==> config.mk <==
export PLATFORM = sky130hd
export DESIGN_NAME = sprite_anim_ctrl
export DESIGN_NICKNAME = d
export VERILOG_FILES = /design/src/rtl/sprite_anim_ctrl.sv
export SDC_FILE = /design/constraint.sdc
export NUM_CORES = 1
export LEC_CHECK = 0
export ABC_AREA = 1
export ABC_CLOCK_PERIOD_IN_PS = 1750
export BUFFER_PORTS_ARGS = -buffer_cell sky130_fd_sc_hd__buf_2
export CAP_MARGIN = 20
export CORE_MARGIN = 10
export CORE_UTILIZATION = 55
export CTS_BUF_LIST = sky130_fd_sc_hd__clkbuf_8
export CTS_CLUSTER_SIZE = 8
export DETAILED_ROUTE_END_ITERATION = 8
export GPL_ROUTABILITY_DRIVEN = 0
export PLACE_DENSITY = 0.81
export SKIP_LAST_GASP = 1
export SLEW_MARGIN = 20
export SYNTH_ARGS = -nofsm -noshare
export SYNTH_HDL_FRONTEND = slang
export SYNTH_SLANG_ARGS = --single-unit
export TNS_END_PERCENT = 30
==> constraint.sdc <==
create_clock -name pixel_clk_in -period 1.75 [get_ports pixel_clk_in]
set_input_delay 0.0875 -clock pixel_clk_in [delete_from_list [all_inputs] [get_ports pixel_clk_in]]
set_output_delay 0.0875 -clock pixel_clk_in [all_outputs]
set_load 0.02 [all_outputs]
==> src/rtl/sprite_anim_ctrl.sv <==
// Beat-driven open/hold/close sequencer and horizontal bounce for the two-frame
// sprite renderer; every visible output updates only on the vertical-blank tick.
module sprite_anim_ctrl #(
  parameter int SCREEN_W        = 1280,
  parameter int SCREEN_H        = 720,
  parameter int SPRITE_W        = 256,
  parameter int SPRITE_H        = 512,
  parameter int Y_BASE          = 300,
  parameter int X_INIT          = 512,
  parameter int X_STEP          = 4,
  parameter int HOLD_FRAMES     = 6,
  parameter int COOLDOWN_FRAMES = 2
) (
  input  logic        pixel_clk_in,
  input  logic        rst_n_in,
  input  logic [10:0] hcount_in,
  input  logic [9:0]  vcount_in,
  input  logic        beat_in,
  input  logic        enable_in,
  output logic [10:0] x_out,
  output logic [9:0]  y_out,
  output logic        open_or_close_out,
  output logic        frame_tick_out
);

  localparam logic [1:0]  ST_CLOSED = 2'd0;
  localparam logic [1:0]  ST_OPEN   = 2'd1;
  localparam logic [1:0]  ST_COOL   = 2'd2;

  localparam logic [9:0]  V_TICK    = 10'(SCREEN_H);
  localparam logic [10:0] X_MAX     = 11'(SCREEN_W - SPRITE_W);
  localparam logic [10:0] X_START   = 11'(X_INIT);
  localparam logic [11:0] STEP_12   = 12'(X_STEP);
  localparam logic [10:0] STEP_11   = 11'(X_STEP);
  localparam logic [7:0]  HOLD_LD   = 8'(HOLD_FRAMES - 1);
  localparam logic [7:0]  COOL_LD   = 8'(COOLDOWN_FRAMES - 1);
  localparam logic [9:0]  Y_OPEN    = 10'(Y_BASE);
  localparam logic [9:0]  Y_CLOSED  = 10'(Y_BASE - SPRITE_H / 2);

  logic        detect;
  logic        tick_p0;
  logic        beat_pending;
  logic        beat_eff;
  logic [1:0]  state;
  logic [7:0]  cnt;
  logic [10:0] x_pos;
  logic        dir_left;
  logic [11:0] x_right;
  logic [10:0] x_left;

  assign detect   = (hcount_in == 11'd0) && (vcount_in == V_TICK);
  assign beat_eff = beat_pending | beat_in;
  assign x_right  = {1'b0, x_pos} + STEP_12;
  assign x_left   = x_pos - STEP_11;

  // Stage p0: registered frame tick; everything below acts on tick_p0
  always_ff @(posedge pixel_clk_in or negedge rst_n_in) begin
    if (!rst_n_in) begin
      tick_p0 <= 1'b0;
    end else begin
      tick_p0 <= detect;
    end
  end

  // A beat landing on the tick cycle is consumed by that tick, never carried over
  always_ff @(posedge pixel_clk_in or negedge rst_n_in) begin
    if (!rst_n_in) begin
      beat_pending <= 1'b0;
    end else if (tick_p0) begin
      beat_pending <= 1'b0;
    end else if (beat_in) begin
      beat_pending <= 1'b1;
    end
  end

  always_ff @(posedge pixel_clk_in or negedge rst_n_in) begin
    if (!rst_n_in) begin
      state <= ST_CLOSED;
      cnt   <= 8'd0;
    end else if (tick_p0) begin
      if (!enable_in) begin
        state <= ST_CLOSED;
        cnt   <= 8'd0;
      end else begin
        case (state)
          ST_CLOSED: begin
            if (beat_eff) begin
              state <= ST_OPEN;
              cnt   <= HOLD_LD;
            end
          end
          ST_OPEN: begin
            if (beat_eff) begin
              cnt <= HOLD_LD;
            end else if (cnt == 8'd0) begin
              state <= ST_COOL;
              cnt   <= COOL_LD;
            end else begin
              cnt <= cnt - 8'd1;
            end
          end
          ST_COOL: begin
            if (cnt == 8'd0) begin
              state <= ST_CLOSED;
            end else begin
              cnt <= cnt - 8'd1;
            end
          end
          default: begin
            state <= ST_CLOSED;
            cnt   <= 8'd0;
          end
        endcase
      end
    end
  end

  // Limits clamp exactly so the sprite never leaves [0, SCREEN_W-SPRITE_W]
  always_ff @(posedge pixel_clk_in or negedge rst_n_in) begin
    if (!rst_n_in) begin
      x_pos    <= X_START;
      dir_left <= 1'b0;
    end else if (tick_p0 && enable_in) begin
      if (!dir_left) begin
        if (x_right >= {1'b0, X_MAX}) begin
          x_pos    <= X_MAX;
          dir_left <= 1'b1;
        end else begin
          x_pos <= x_right[10:0];
        end
      end else begin
        if ({1'b0, x_pos} <= STEP_12) begin
          x_pos    <= 11'd0;
          dir_left <= 1'b0;
        end else begin
          x_pos <= x_left;
        end
      end
    end
  end

  assign frame_tick_out    = tick_p0;
  assign open_or_close_out = (state == ST_OPEN);
  assign y_out             = (state == ST_OPEN) ? Y_OPEN : Y_CLOSED;
  assign x_out             = x_pos;

endmodule
==> out/qor.yml <==
clocking:
  cts_buffers: 3
  cts_max_level: 1
  clk_pin_slew_worst_paths_ns: 0.08
  cts_setup_buffers: 0
  cts_buffer_depth: 2
  cts_root_buf: "clkbuf_8"
  cts_tree: "built"
  worstSkewPairLatency_ns: 0.27
  cts.sinks: 22
synth:
  async_reset_ff_share_pct: 100
  yosysSeqAreaShare_pct: 30.0
  synth_xor_area_share_pct: 3.33
  ys_warn_count: 0
  ys_ff_latch: 22
  synth_mux_area_share_pct: 0
  syn_inst: 284
  synth_flop_cell: "dfrtp_1"
  synth_compound_gate_area_share_pct: 6.05
  synth.distinct_cells: 32
  synth_top_family_by_area: "simple AND/OR/NAND/NOR gates"
  synth_area_sq_um: 1840
  synthAdderAreaFrac_pct: 3.40
  synth_simple_gate_area_share_pct: 43.6
  synth_edf_count: 0
  avgSynthCellArea_sq_um: 6.48
setup_path:
  r2r_cells: 10
  cp_slowest_cell: "dfrtp_1"
  crit_chain: "inv_1 > ha_1 > inv_1 > nor2_1 > nand3_2 > nand2_2 > inv_2 > nand2_1 > nand2_1 > nor2_1"
  cp_top_family: "simple AND/OR/NAND/NOR gates"
  crit_buf_inv: 3
  cp_max_fo: 8
  cp.required_ns: 1.95
  regToRegSetupSlack_ns: 0.16
  critPathKind: "register to register"
  timing.rr.start: "cnt[0]$_DFFE_PN0P_"
  critPathLaunchType: "register"
  slowest_delay_ns: 0.40
  r2r-end: "cnt[3]$_DFFE_PN0P_"
  worstPathArrival_ns: 1.79
  cp-end-kind: "register"
worst_hold_path:
  hp-start: "hcount_in[0]"
  whs_path_depth: 4
  min_to: "frame_tick_out$_DFF_PN0_"
  min_path_type: "input port to register"
place:
  port_buffers: 36
  dpl_cell_area_sq_um: 2040
  dp_hpwl_microns: 3600
grt:
  grt_pass1_vias: 1773
  grt_use_met2_pct: 22.1
  grt_pass1_wl_microns: 7730
  grt_overflow: 0
  globalRouteMet3Util_pct: 5.30
  antenna_found_initial: 0
  grt_use_met1_pct: 19.8
  grt_max_degree: 23
  globalRouteTotalUtil_pct: 15.1
  grt_busiest_layer: "met2"
detailed_routing:
  vias: 1850
  avgRoutedWirePerCell_microns: 12.4
  drtPass1Iterations: 4
  ant_nets: 0
  drc: 0
  drtIter0Drc: 233
  wl_microns: 4540
  viasPerCell: 5.04
timing:
  rsz0062_at_grt: "false"
  timing.fmax_ghz: 0.630
  slew_violations: 0
  period_needed_ns: 1.59
  hold_viol_final: 0
  setup_viol: 0
  fin_skew_ns: 0.00699
  fin_setup_tns_ns: 0
  post-route-period-util_pct: 90.7
power:
  p_per_area_nw_per_um2: 449
  max-vdd-ir-drop_mv: 0.415
  leakagePower_nw: 1.16
finish:
  diodes: 0
  fillers: 287
  layout-drive-gt1-share_pct: 21.4
  finalInstanceArea_sq_um: 2100
  postLayoutCoreUtil_pct: 67.3
  nNetsFinal: 354
  areaGrowthSynthToFinish_pct: 14.3
die:
  die_x_microns: 77.9
  start_util_pct: 58.8
  pin_count: 48
  core_area_sq_um: 3130
  die-area_sq_um: 6060
  rows: 20
  die_y_microns: 77.9
outcome:
  outcome: "complete, no violations"
flow_run:
  drv_cap: 0
-- worst register-to-register path: stages, from the launching register on --
cell	delay [ns]
dfrtp_1	0.40
inv_1	0.12
ha_1	0.18
inv_1	0.04
nor2_1	0.17
nand3_2	0.16
nand2_2	0.14
inv_2	0.08
nand2_1	0.09
nand2_1	0.05
nor2_1	0.09
-- state kept, by name, indices dropped and copies added, names as in the netlist --
register        count
state               2
cnt                 8
frame_tick_out      1
dir_left            1
beat_pending        1
x_out               9
-- worst max-delay path by stage --
stage	to	cells after the start	slack, ns	start
after detailed placement	x_out[5]$_DFFE_PN0P_	8	0.17	x_out[3]$_DFFE_PN0P_
final	cnt[3]$_DFFE_PN0P_	10	0.16	cnt[0]$_DFFE_PN0P_
after floorplan	x_out[3]$_DFFE_PN0P_	10	0.20	x_out[2]$_DFFE_PN0P_
after global placement	x_out[2]$_DFFE_PN0P_	10	0.21	x_out[2]$_DFFE_PN0P_
after CTS	x_out[8]$_DFFE_PN0P_	8	0.14	x_out[3]$_DFFE_PN0P_
after global routing	cnt[3]$_DFFE_PN0P_	10	0.02	cnt[0]$_DFFE_PN0P_
-- power breakdown --
group | total, mW | internal [mW] | leakage [nW] | switching [mW]
registers | 0.508 | 0.508 | 0.260 | 0.0000145
logic | 0.0725 | 0.0246 | 0.867 | 0.0479
clock network | 0.365 | 0.201 | 0.0288 | 0.165
total | 0.946 | 0.733 | 1.16 | 0.212
-- cell families after synthesis --
family                   count (synthesis)
AND/OR/NAND/NOR                        175
buffers and inverters                   52
flip-flops                              22
AO/OA/AOI/OAI                           21
XOR/XNOR                                 7
adder cells (fa/ha/maj)                  5
other                                    2
-- cells in the mapped netlist (2+ instances only) --
cell type	number	area [sq um]
a21oi_1	10	50.1
buf_2	2	10.0
buf_4	12	90.1
conb_1	2	7.51
dfrtp_1	21	526
ha_1	5	62.6
inv_1	28	105
inv_2	8	30.0
nand2_1	81	304
nand2_2	4	25.0
nand3_1	30	150
nand3_2	2	20.0
nand3_4	2	35.0
nand4_1	5	31.3
nor2_1	37	139
nor2_2	3	18.8
nor3_1	3	15.0
nor4_1	4	25.0
o21ai_0	3	15.0
o21ai_1	5	25.0
xor2_1	6	52.6
-- metrics by stage --
| step | power, mW | hold slack [ns] | cells | setup slack (ns) |
|---|---|---|---|---|
| floorplan | 0.568 | -0.208 | 293 | 0.197 |
| global placement | 0.587 | 0.0799 | 362 | 0.215 |
| detailed placement | 0.588 | 0.0850 | 362 | 0.168 |
| CTS | 0.956 | 0.0360 | 367 | 0.135 |
| global route | 0.984 | 0.0584 | 367 | 0.0218 |
| finish | 0.946 | 0.0392 | 367 | 0.163 |
-- cell type report --
class                           instances  area (sq um)  area share (%)
Sequential cell                        22           553            26.3
Tap cell                               44          55.1            2.62
Inverter                               37           139            6.60
Clock buffer                            4          55.1            2.62
Timing Repair Buffer                   41           220            10.5
Multi-Input combinational cell        219          1080            51.4
-- layer usage --
layer | wire, microns | vias up
met2 | 1990 | 76
met5 | 0 | -
met4 | 38 | 0
met3 | 355 | 6
met1 | 2160 | 817
li1 | - | 951
-- cell usage in the layout, fill, tap and decap left out, drive strengths merged --
cell type and n:
xor2 6, dfstp 1, nor4 4, o21ai 8, buf 40, a21boi 1, nand4 5, xnor2 1
dfrtp 21, nor2 41, clkbuf 4, ha 5, conb 11, nor3 4, dlygate4sd3 1, o22ai 1
inv 36, o21bai 1, nand2 86, a21oi 10, nand3b 1, nand3 34, clkinv 1
-- what timing repair did --
item	4_1_cts	5_1_grt
hold buffers	1	0
gates resized for setup	0	2
setup endpoints to repair	0	5
endpoints found under the hold margin	21	0
No activity file was read; power rests on OpenSTA's default activity.
